**src/rtl/risk_pkg.sv**
```systemverilog
// Shared constants and types for the operand fetch stage.
//   XLEN      : register / operand width
//   NREG      : number of architectural registers (x0 reads as zero)
//   REGW      : register index width
//   reg_idx_t : register index type
//   state_e   : operand fetch sequencing states
package risk_pkg;
  localparam int XLEN = 32;
  localparam int NREG = 32;
  localparam int REGW = $clog2(NREG);

  typedef logic [REGW-1:0] reg_idx_t;

  typedef enum logic [1:0] {
    IDLE  = 2'd0,
    CHECK = 2'd1,
    READ  = 2'd2,
    OUT   = 2'd3
  } state_e;
endpackage

```
**src/rtl/operand_fetch_if.sv**
```systemverilog
// Bundle of every non-clock signal of the operand fetch stage.
//   decode side    : in_valid/in_ready, in_rs1, in_rs2, in_rdst, in_wen
//   execute side   : out_valid/out_ready, out_op1, out_op2, out_rdst, out_wen
//   writeback side : wb_valid, wb_sel, wb_val (never back-pressured)
//   regfile side   : rf_wr/rf_selwr/rf_wrval, rf_rd/rf_selrd1/rf_selrd2,
//                    rf_rdval1/rf_rdval2 (valid the cycle after rf_rd)
// master : the operand fetch block (requester of the regfile)
// slave  : its environment (decode, execute, regfile)
interface operand_fetch_if;
  import risk_pkg::*;

  logic            in_valid;
  logic            in_ready;
  reg_idx_t        in_rs1;
  reg_idx_t        in_rs2;
  reg_idx_t        in_rdst;
  logic            in_wen;

  logic            out_valid;
  logic            out_ready;
  logic [XLEN-1:0] out_op1;
  logic [XLEN-1:0] out_op2;
  reg_idx_t        out_rdst;
  logic            out_wen;

  logic            wb_valid;
  reg_idx_t        wb_sel;
  logic [XLEN-1:0] wb_val;

  logic            rf_wr;
  reg_idx_t        rf_selwr;
  logic [XLEN-1:0] rf_wrval;
  logic            rf_rd;
  reg_idx_t        rf_selrd1;
  reg_idx_t        rf_selrd2;
  logic [XLEN-1:0] rf_rdval1;
  logic [XLEN-1:0] rf_rdval2;

  modport master (
    input  in_valid, in_rs1, in_rs2, in_rdst, in_wen,
    output in_ready,
    output out_valid, out_op1, out_op2, out_rdst, out_wen,
    input  out_ready,
    input  wb_valid, wb_sel, wb_val,
    output rf_wr, rf_selwr, rf_wrval, rf_rd, rf_selrd1, rf_selrd2,
    input  rf_rdval1, rf_rdval2
  );

  modport slave (
    output in_valid, in_rs1, in_rs2, in_rdst, in_wen,
    input  in_ready,
    input  out_valid, out_op1, out_op2, out_rdst, out_wen,
    output out_ready,
    output wb_valid, wb_sel, wb_val,
    input  rf_wr, rf_selwr, rf_wrval, rf_rd, rf_selrd1, rf_selrd2,
    output rf_rdval1, rf_rdval2
  );
endinterface

```
**src/rtl/regfile_scoreboard.sv**
```systemverilog
// Busy scoreboard for registers 1..NREG-1; register 0 always reads not-busy.
//   clk, rst         : clock, asynchronous active-low reset (clears all bits)
//   set_en, set_idx  : mark a register busy at the next edge
//   clr_en, clr_idx  : mark a register free at the next edge
//   look_a/b/c       : lookup indices
//   busy_a/b/c       : combinational busy state of the looked-up registers
// When set and clear hit the same bit on one edge the set wins, so a new
// producer issued in the cycle an older one writes back stays tracked.
module regfile_scoreboard
  import risk_pkg::*;
(
  input  logic     clk,
  input  logic     rst,
  input  logic     set_en,
  input  reg_idx_t set_idx,
  input  logic     clr_en,
  input  reg_idx_t clr_idx,
  input  reg_idx_t look_a,
  input  reg_idx_t look_b,
  input  reg_idx_t look_c,
  output logic     busy_a,
  output logic     busy_b,
  output logic     busy_c
);
  logic [NREG-1:1] busy_q;
  logic [NREG-1:1] busy_d;
  logic [NREG-1:0] busy_vec;

  always_comb begin
    busy_d = busy_q;
    for (int i = 1; i < NREG; i++) begin
      if (clr_en && (clr_idx == reg_idx_t'(i))) busy_d[i] = 1'b0;
      if (set_en && (set_idx == reg_idx_t'(i))) busy_d[i] = 1'b1;
    end
  end

  always_ff @(posedge clk or negedge rst) begin
    if (!rst) busy_q <= '0;
    else      busy_q <= busy_d;
  end

  assign busy_vec = {busy_q, 1'b0};
  assign busy_a   = busy_vec[look_a];
  assign busy_b   = busy_vec[look_b];
  assign busy_c   = busy_vec[look_c];
endmodule

```
**src/rtl/operand_fetch.sv**
```systemverilog
// Operand fetch stage: accepts decoded register indices, stalls on RAW/WAW
// hazards using a busy scoreboard, reads the regfile and hands the operand
// pair to execute. Execute writebacks are forwarded to the regfile write port.
//   clk, rst : clock, asynchronous active-low reset
//   bus      : operand_fetch_if.master (decode, execute, writeback, regfile)
// Sequence: IDLE/OUT --accept--> CHECK --no hazard, rf_rd--> READ --> OUT.
// Optional macro BYPASS_EN: a busy source being written back in the CHECK
// cycle is taken from the writeback bus instead of waiting for the regfile.
module operand_fetch
  import risk_pkg::*;
(
  input  logic            clk,
  input  logic            rst,
  operand_fetch_if.master bus
);
  state_e          state_q, state_d;
  reg_idx_t        rs1_q, rs1_d, rs2_q, rs2_d, rdst_q, rdst_d;
  logic            wen_q, wen_d;
  logic [XLEN-1:0] out_op1_q, out_op1_d, out_op2_q, out_op2_d;
  reg_idx_t        out_rdst_q, out_rdst_d;
  logic            out_wen_q, out_wen_d;

  logic            in_ready;
  logic            busy_rs1, busy_rs2, busy_rdst;
  logic            blk_rs1, blk_rs2, hazard;
  logic            set_en;
  logic [XLEN-1:0] rd_op1, rd_op2;

  regfile_scoreboard u_scoreboard (
    .clk     (clk),
    .rst     (rst),
    .set_en  (set_en),
    .set_idx (rdst_q),
    .clr_en  (bus.wb_valid),
    .clr_idx (bus.wb_sel),
    .look_a  (rs1_q),
    .look_b  (rs2_q),
    .look_c  (rdst_q),
    .busy_a  (busy_rs1),
    .busy_b  (busy_rs2),
    .busy_c  (busy_rdst)
  );

`ifdef BYPASS_EN
  logic            hit_rs1, hit_rs2;
  logic            byp1_q, byp1_d, byp2_q, byp2_d;
  logic [XLEN-1:0] byp_val_q, byp_val_d;

  // Only a busy source can hit; a non-busy source already has its value
  // in the regfile.
  assign hit_rs1 = busy_rs1 & bus.wb_valid & (bus.wb_sel == rs1_q);
  assign hit_rs2 = busy_rs2 & bus.wb_valid & (bus.wb_sel == rs2_q);
  assign blk_rs1 = busy_rs1 & ~hit_rs1;
  assign blk_rs2 = busy_rs2 & ~hit_rs2;
  assign rd_op1  = byp1_q ? byp_val_q : bus.rf_rdval1;
  assign rd_op2  = byp2_q ? byp_val_q : bus.rf_rdval2;
`else
  assign blk_rs1 = busy_rs1;
  assign blk_rs2 = busy_rs2;
  assign rd_op1  = bus.rf_rdval1;
  assign rd_op2  = bus.rf_rdval2;
`endif

  // WAW is never bypassed: the older write must land first.
  assign hazard   = blk_rs1 | blk_rs2 | (wen_q & busy_rdst);
  assign in_ready = (state_q == IDLE) | ((state_q == OUT) & bus.out_ready);

  always_comb begin
    state_d       = state_q;
    rs1_d         = rs1_q;
    rs2_d         = rs2_q;
    rdst_d        = rdst_q;
    wen_d         = wen_q;
    out_op1_d     = out_op1_q;
    out_op2_d     = out_op2_q;
    out_rdst_d    = out_rdst_q;
    out_wen_d     = out_wen_q;
    set_en        = 1'b0;
    bus.rf_rd     = 1'b0;
    bus.rf_selrd1 = '0;
    bus.rf_selrd2 = '0;
`ifdef BYPASS_EN
    byp1_d        = byp1_q;
    byp2_d        = byp2_q;
    byp_val_d     = byp_val_q;
`endif

    case (state_q)
      IDLE: ;
      CHECK: begin
        if (!hazard) begin
          bus.rf_rd     = 1'b1;
          bus.rf_selrd1 = rs1_q;
          bus.rf_selrd2 = rs2_q;
          state_d       = READ;
`ifdef BYPASS_EN
          byp1_d        = hit_rs1;
          byp2_d        = hit_rs2;
          byp_val_d     = bus.wb_val;
`endif
        end
      end
      READ: begin
        out_op1_d  = (rs1_q == '0) ? '0 : rd_op1;
        out_op2_d  = (rs2_q == '0) ? '0 : rd_op2;
        out_rdst_d = rdst_q;
        out_wen_d  = wen_q;
        set_en     = wen_q & (rdst_q != '0);
        state_d    = OUT;
      end
      OUT: begin
        if (bus.out_ready) state_d = IDLE;
      end
      default: state_d = IDLE;
    endcase

    // Acceptance overrides the OUT->IDLE exit so a waiting instruction
    // enters CHECK in the same cycle execute takes the current one.
    if (bus.in_valid && in_ready) begin
      rs1_d   = bus.in_rs1;
      rs2_d   = bus.in_rs2;
      rdst_d  = bus.in_rdst;
      wen_d   = bus.in_wen;
      state_d = CHECK;
    end
  end

  always_ff @(posedge clk or negedge rst) begin
    if (!rst) begin
      state_q    <= IDLE;
      rs1_q      <= '0;
      rs2_q      <= '0;
      rdst_q     <= '0;
      wen_q      <= 1'b0;
      out_op1_q  <= '0;
      out_op2_q  <= '0;
      out_rdst_q <= '0;
      out_wen_q  <= 1'b0;
`ifdef BYPASS_EN
      byp1_q     <= 1'b0;
      byp2_q     <= 1'b0;
      byp_val_q  <= '0;
`endif
    end else begin
      state_q    <= state_d;
      rs1_q      <= rs1_d;
      rs2_q      <= rs2_d;
      rdst_q     <= rdst_d;
      wen_q      <= wen_d;
      out_op1_q  <= out_op1_d;
      out_op2_q  <= out_op2_d;
      out_rdst_q <= out_rdst_d;
      out_wen_q  <= out_wen_d;
`ifdef BYPASS_EN
      byp1_q     <= byp1_d;
      byp2_q     <= byp2_d;
      byp_val_q  <= byp_val_d;
`endif
    end
  end

  assign bus.in_ready  = in_ready;
  assign bus.out_valid = (state_q == OUT);
  assign bus.out_op1   = out_op1_q;
  assign bus.out_op2   = out_op2_q;
  assign bus.out_rdst  = out_rdst_q;
  assign bus.out_wen   = out_wen_q;

  assign bus.rf_wr     = bus.wb_valid & (bus.wb_sel != '0);
  assign bus.rf_selwr  = bus.wb_sel;
  assign bus.rf_wrval  = bus.wb_val;
endmodule

```
**src/flat_wrapper.sv**
```systemverilog
// flat-port wrapper written by rule: the top's interface ports become plain ports
module operand_fetch_flat import risk_pkg::*;
  (clk, rst, bus_in_valid, bus_in_rs1, bus_in_rs2, bus_in_rdst, bus_in_wen, bus_in_ready, bus_out_valid, bus_out_op1, bus_out_op2, bus_out_rdst, bus_out_wen, bus_out_ready, bus_wb_valid, bus_wb_sel, bus_wb_val, bus_rf_wr, bus_rf_selwr, bus_rf_wrval, bus_rf_rd, bus_rf_selrd1, bus_rf_selrd2, bus_rf_rdval1, bus_rf_rdval2);
  operand_fetch_if bus_i ();
  input  logic clk;
  input  logic rst;
  input wire logic [$bits(bus_i.in_valid)-1:0] bus_in_valid;
  input wire logic [$bits(bus_i.in_rs1)-1:0] bus_in_rs1;
  input wire logic [$bits(bus_i.in_rs2)-1:0] bus_in_rs2;
  input wire logic [$bits(bus_i.in_rdst)-1:0] bus_in_rdst;
  input wire logic [$bits(bus_i.in_wen)-1:0] bus_in_wen;
  output wire logic [$bits(bus_i.in_ready)-1:0] bus_in_ready;
  output wire logic [$bits(bus_i.out_valid)-1:0] bus_out_valid;
  output wire logic [$bits(bus_i.out_op1)-1:0] bus_out_op1;
  output wire logic [$bits(bus_i.out_op2)-1:0] bus_out_op2;
  output wire logic [$bits(bus_i.out_rdst)-1:0] bus_out_rdst;
  output wire logic [$bits(bus_i.out_wen)-1:0] bus_out_wen;
  input wire logic [$bits(bus_i.out_ready)-1:0] bus_out_ready;
  input wire logic [$bits(bus_i.wb_valid)-1:0] bus_wb_valid;
  input wire logic [$bits(bus_i.wb_sel)-1:0] bus_wb_sel;
  input wire logic [$bits(bus_i.wb_val)-1:0] bus_wb_val;
  output wire logic [$bits(bus_i.rf_wr)-1:0] bus_rf_wr;
  output wire logic [$bits(bus_i.rf_selwr)-1:0] bus_rf_selwr;
  output wire logic [$bits(bus_i.rf_wrval)-1:0] bus_rf_wrval;
  output wire logic [$bits(bus_i.rf_rd)-1:0] bus_rf_rd;
  output wire logic [$bits(bus_i.rf_selrd1)-1:0] bus_rf_selrd1;
  output wire logic [$bits(bus_i.rf_selrd2)-1:0] bus_rf_selrd2;
  input wire logic [$bits(bus_i.rf_rdval1)-1:0] bus_rf_rdval1;
  input wire logic [$bits(bus_i.rf_rdval2)-1:0] bus_rf_rdval2;
  assign bus_i.in_valid = bus_in_valid;
  assign bus_i.in_rs1 = bus_in_rs1;
  assign bus_i.in_rs2 = bus_in_rs2;
  assign bus_i.in_rdst = bus_in_rdst;
  assign bus_i.in_wen = bus_in_wen;
  assign bus_in_ready = bus_i.in_ready;
  assign bus_out_valid = bus_i.out_valid;
  assign bus_out_op1 = bus_i.out_op1;
  assign bus_out_op2 = bus_i.out_op2;
  assign bus_out_rdst = bus_i.out_rdst;
  assign bus_out_wen = bus_i.out_wen;
  assign bus_i.out_ready = bus_out_ready;
  assign bus_i.wb_valid = bus_wb_valid;
  assign bus_i.wb_sel = bus_wb_sel;
  assign bus_i.wb_val = bus_wb_val;
  assign bus_rf_wr = bus_i.rf_wr;
  assign bus_rf_selwr = bus_i.rf_selwr;
  assign bus_rf_wrval = bus_i.rf_wrval;
  assign bus_rf_rd = bus_i.rf_rd;
  assign bus_rf_selrd1 = bus_i.rf_selrd1;
  assign bus_rf_selrd2 = bus_i.rf_selrd2;
  assign bus_i.rf_rdval1 = bus_rf_rdval1;
  assign bus_i.rf_rdval2 = bus_rf_rdval2;
  operand_fetch u_core (.clk(clk), .rst(rst), .bus(bus_i));
endmodule
```
**config.mk**
```make
export PLATFORM = sky130hd
export DESIGN_NAME = operand_fetch_flat
export DESIGN_NICKNAME = d
export VERILOG_FILES = /design/src/rtl/risk_pkg.sv /design/src/rtl/operand_fetch_if.sv /design/src/rtl/regfile_scoreboard.sv /design/src/rtl/operand_fetch.sv /design/src/flat_wrapper.sv
export SDC_FILE = /design/constraint.sdc
export NUM_CORES = 1
export LEC_CHECK = 0
export CORE_MARGIN = 8
export CORE_UTILIZATION = 55
export CTS_CLUSTER_DIAMETER = 30
export DETAILED_ROUTE_END_ITERATION = 8
export DONT_BUFFER_PORTS = 1
export HOLD_SLACK_MARGIN = 0.03
export PLACE_DENSITY = 0.7
export SETUP_SLACK_MARGIN = 0.1
export SYNTH_ARGS = -nofsm -noshare
export SYNTH_HDL_FRONTEND = slang
export SYNTH_SLANG_ARGS = --single-unit
```
**constraint.sdc**
```tcl
create_clock -name clk -period 2.85 [get_ports clk]
set_clock_uncertainty 0.1 [all_clocks]
set_input_delay 0.4275 -clock clk [delete_from_list [all_inputs] [get_ports clk]]
set_output_delay 0.4275 -clock clk [all_outputs]
set_load 0.02 [all_outputs]
```
# [After elaboration in Yosys (flattened, before gate mapping)]
# Index checks and enable logic that the tools add are counted.
[classes] magnitude_cmp=3 eq_ne=67 muxes=81 bitwise_logic=7 n_reduce_logical=101
[ops] operator="equality test 5 bit (second input constant)" count=32
[ops] operator="equality test 5 x 4 -> 1 bit (second input constant)" count=16
[ops] operator="two-way mux 1 bit" count=68
[ops] operator="two-way mux 32 bit" count=2
[ops] operator="logical AND 1 bit" count=63
[ops] operator="nonzero test 2 bit" count=31
[ops] operator="equality test 5 x 3 -> 1 bit (second input constant)" count=8
[ops] operator="equality test 5 x 2 -> 1 bit (second input constant)" count=4
[ops] operator="two-way mux 5 bit" count=4
[ops] operator="< comparator 5 x 6 -> 1 bit (second input constant)" count=3
[ops] operator="binary-select mux 1 bit (select 5 bit)" count=3
[ops] operator="equality test 5 x 1 -> 1 bit (second input constant)" count=2
[ops] operator="zero test 5 bit" count=2
[ops] operator="nonzero test 5 bit" count=2
[ops] operator="two-way mux 2 bit" count=3
[ops] operator="one-hot mux 2 bit (3 select lines)" count=1
[ops] operator="AND 1 bit" count=4
[ops] operator="equality test 2 bit (second input constant)" count=2
[ops] operator="nonzero test 4 bit" count=1
[ops] operator="inequality test 3 x 1 -> 1 bit (second input constant)" count=1
[ops] operator="inequality test 3 bit (second input constant)" count=1
[ops] operator="bitwise OR 1 bit" count=3
[ops] operator="AND reduction 3 bit" count=1
[ops] operator="equality test 2 x 1 -> 1 bit (second input constant)" count=1
[ops] operator="zero test 2 bit" count=1
[word_totals] regBits=119 inputBits=122

# [Logic depth before layout (Yosys ltp)]
[depth] word_depth=7 ltp_mapped=8

# [Cells and area by module]
# Synthesis repeated with hierarchy kept, for this count alone.
[unflattened] cells_unflattened=608 area_unflattened_um2=6139.6
[by_module_without_submodules] mod="operand_fetch" instances=1 cells_each=408 area_per_inst_um2=3950.0
[by_module_without_submodules] mod="regfile_scoreboard" instances=1 cells_each=200 area_per_inst_um2=2189.6

# [Worst setup path before layout]
# OpenSTA, ideal clock, no wires.
[synth_timing] kind="register to output" startpoint="register u_core.rdst_q[1]" endpoint="output bus_rf_selrd2[3]" t_arrival_ns=2.169 required_time_ns=2.322 path_slack_ns=0.153 path_stages_with_launch=7 n_path_buf=1 cell_sequence="dfrtp_1 > buf_2 > mux4_2 > a22oi_1 > nand3_1 > and3_1 > nor4_1"
[synth_between] elab_chain_len=6
[synth_lines] item="start, declared" line_no="operand_fetch.sv:17" source="reg_idx_t rs1_q, rs1_d, rs2_q, rs2_d, rdst_q, rdst_d;"
[synth_lines] item="start signal, assigned" line_no="operand_fetch.sv:148" source="rdst_q <= rdst_d;"
[synth_lines] item="binary-select mux 1 bit (select 5 bit)" line_no="regfile_scoreboard.sv:45" source="assign busy_c = busy_vec[look_c];"
[synth_lines] item="two-way mux 1 bit (not written as such)" line_no="regfile_scoreboard.sv:45"
[synth_lines] item="AND 1 bit" line_no="operand_fetch.sv:65" source="assign hazard = blk_rs1 | blk_rs2 | (wen_q & busy_rdst);"
[synth_lines] item="bitwise OR 1 bit" line_no="operand_fetch.sv:65"
[synth_lines] item="two-way mux 5 bit" line_no="operand_fetch.sv:91" source="if (!hazard) begin"
[synth_lines] item="two-way mux 5 bit" line_no="operand_fetch.sv:88" source="case (state_q)"
[synth_lines] item="end, declared" line_no="flat_wrapper.sv:27" source="output wire logic [$bits(bus_i.rf_selrd2)-1:0] bus_rf_selrd2;"
# Every way passes these cells. The select of a mux whose other input is x is not followed.

# [Worst setup path in the final report]
[layout_timing] startpoint="register u_core.rs2_q[0]" endpoint="output bus_rf_selrd1[2]"
[layout_between] elab_chain_len=6
[layout_lines] item="start, declared" line_no="operand_fetch.sv:17"
[layout_lines] item="start signal, assigned" line_no="operand_fetch.sv:147" source="rs2_q <= rs2_d;"
[layout_lines] item="binary-select mux 1 bit (select 5 bit)" line_no="regfile_scoreboard.sv:44" source="assign busy_b = busy_vec[look_b];"
[layout_lines] item="two-way mux 1 bit (not written as such)" line_no="regfile_scoreboard.sv:44"
[layout_lines] item="bitwise OR 1 bit (2 in series)" line_no="operand_fetch.sv:65"
[layout_lines] item="two-way mux 5 bit" line_no="operand_fetch.sv:91"
[layout_lines] item="two-way mux 5 bit" line_no="operand_fetch.sv:88"
[layout_lines] item="end, declared" line_no="flat_wrapper.sv:26" source="output wire logic [$bits(bus_i.rf_selrd1)-1:0] bus_rf_selrd1;"
# Every way passes these cells. The select of a mux whose other input is x is not followed.

==> results_dict.tcl <==
set metrics [dict create \
    status "finished with violations" \
    violations "negative hold slack, negative setup slack" \
    grt_pass1_wl_mm 29.3 \
    synth_top_area_share_pct 51.7 \
    post-place-ws_ns 0.0676 \
    gr-total-overflow 0 \
    num_vias 4687 \
    clockBufferDepth 2 \
    io_buffers 0 \
    crit_type "reg -> out" \
    cts.sinks 119 \
    synth_ff_type "dfrtp_1" \
    fp.dieH_um 118 \
    clk_pin_slew_ns 0.06 \
    critPathLaunchType "flip-flop" \
    max_cap_violations 0 \
    fin_total_pwr_mw 9.19 \
    cts_buffers 17 \
    ys_ff_latch 119 \
    synth_seq_area_share_pct 51.7 \
    cp_slowest_cell "mux4_2" \
    mostFrequentLayoutCells "dfrtp_1 (114), dlygate4sd3_1 (82), a22o_1 (64)" \
    antenna_found_initial 1 \
    ctsHoldBuffers 82 \
    slew_headroom_pct 35.9 \
    ant_nets 0 \
    worstPathBufferInverterCount 0 \
    insertion_delay_ns 0.52 \
    synth_edf_count 0 \
    yosysWarningCount 0 \
    grtUsageTotal_pct 26.5 \
    timing.final.crit_share_pct 107 \
    path_delay_family "multiplexers" \
    post_synth_num_cell_types 45 \
    core_um2 10200 \
    ios 243 \
    rsz0062_at_grt "true" \
    syn-num-nets 619 \
    finalWeightedCongestion 0.858 \
    first_global_vias 4956 \
    maxSlewViolCount 0 \
    hold_viol_final 119 \
    worst_slack_ns -0.212 \
    synthArstFlopShare_pct 100 \
    post-route-min-period_ns 3.06 \
    holdWs_ns -0.489 \
    syn-cell-area_um2 5760 \
    dr.first_iter.drc_count 547 \
    layout-drive-gt1-share_pct 22.9 \
    critical_path_required_ns 2.32 \
    yosys.area.top_type "dfrtp_1" \
    dieArea_um2 14000 \
    start_util_pct 56.3 \
    seqCellArea_um2 2980 \
    multi_input_area_um2 2480 \
    path_max_fanout 7 \
    viasPerCell 6.62 \
    fin_nets 680 \
    hold_path.class "in -> async" \
    syn_avg_cell_area_um2 11.6 \
    final_common_cell "dfrtp_1" \
    syn_inst 497 \
    cts_root_buf "clkbuf_8" \
    hpwl_mm 11.4 \
    cts_tree "built" \
    cp.arrival_ns 2.53 \
    fillCellCount 631 \
    max_stage_delay_ns 0.54 \
    power.density_nw_per_um2 1250 \
    die_x_um 118 \
    grt_max_degree 120 \
    max_freq_mhz 327 \
    worst_ir_drop_vdd_uv 586 \
    synth_area_leaders "dfrtp_1 (52%), a22o_1 (9.7%), o21ai_0 (5.6%), buf_4 (5.0%), mux4_2 (4.3%)" \
    num_rows 37 \
    cp-end-kind "primary output" \
    syn_to_final_growth_pct 27.7 \
    cp_cell_sequence "mux4_2 -> a22oi_2 -> o311a_1 -> and3_4 -> and4_4" \
    routed_wl_mm 18.5 \
    worst_slew_pin_slew_ns 0.951 \
    htreeDepth 4 \
    wl_per_cell_um 26.2 \
    setup_viol 11 \
    drt-pass1-iter-count 6 \
    power.leakage_nw 3.12 \
    remaining_drc_errors 0 \
]
==> cells in the mapped netlist (all sizes together) (2+ instances only) <==
master,instances
a22oi,6
nand2,33
nand4,3
nor3,3
nand4b,2
or3b,2
nand3b,4
a22o,64
o21ai,64
and3,3
inv,2
and4,10
mux2,19
nor2,7
nand3,12
mux4,14
dfrtp,119
or3,2
and2,3
nor2b,9
nand2b,10
mux2i,15
a21oi,4
clkbuf,24
buf,47
==> final timing paths <==
kind	from	end	slack (ns)	depth (start not counted)
min in group clk	bus_wb_sel[2]	u_core.u_scoreboard.busy_q[13]	0.10	3
hold reg to reg	u_core.u_scoreboard.busy_q[5]	u_core.u_scoreboard.busy_q[5]	0.49	2
hold / removal	rst	u_core.u_scoreboard.busy_q[12]	-0.49	0
setup / recovery	u_core.rs2_q[0]	bus_rf_selrd1[2]	-0.21	5
setup reg to reg	u_core.rdst_q[1]	u_core.state_q[1]	0.40	10
max in group asynchronous	rst	u_core.rs2_q[0]	2.92	0
==> per-stage QoR <==
stage | cell area, um2 | instances | utilization (%) | setup TNS (ns)
after global placement | 5640 | 580 | 55.1 | 0
after CTS | 7340 | 706 | 71.7 | -1.68
after floorplan | 5760 | 497 | - | 0
final | 7350 | 708 | 71.9 | -2.20
after detailed placement | 5640 | 580 | 55.1 | 0
after global routing | 7350 | 708 | 71.9 | -3.06
==> state kept, by name (all words and copies together) (netlist names) <==
register,count
u_core.rs1_q,5
u_core.bus.out_wen,1
u_core.wen_q,1
u_core.rdst_q,5
u_core.state_q,2
u_core.bus.out_op1,32
u_core.bus.out_op2,32
u_core.u_scoreboard.busy_q,31
u_core.rs2_q,5
u_core.bus.out_rdst,5
==> repair_timing <==
item	in CTS	in global routing
gates cloned	2	0
setup endpoints to repair	11	11
hold endpoints to repair	201	119
pin swaps	16	5
buffers inserted	10	1
gates resized for setup	51	5
==> report_power, final <==
part / leakage [nW] / switching (mW) / internal, mW
sequential: 1.46 / 1.43 / 2.36
clock: 0.310 / 0.823 / 1.47
combinational: 1.34 / 1.41 / 1.69
total: 3.12 / 3.67 / 5.52
==> area by class of cell <==
type | count | share of cell area, %
tap | 136 | 2.31
antenna | 1 | 0.0340
sequential | 119 | 40.6
clock buffer | 18 | 5.82
timing repair buffer | 111 | 14.5
multi-input combinational | 307 | 33.8
clock inverter | 14 | 2.84
inverter | 2 | 0.102
==> kinds of logic after synthesis <==
kind of cell	after synthesis	share of synthesized area, %
compound gates	149	18.2
buf+inv	73	7.65
flops	119	51.7
mux	48	12.0
simple gates	108	10.5
==> per-layer routing <==
metal  wire length (um)  up-vias  global-route usage (%)
met5                  0        -                       0
met4                821        0                    13.8
met3               2040       95                    9.85
met2               9020      325                    42.8
met1               6640     2304                    30.2
li1                   -     1963                       -
(Power assumes the default switching activity.)
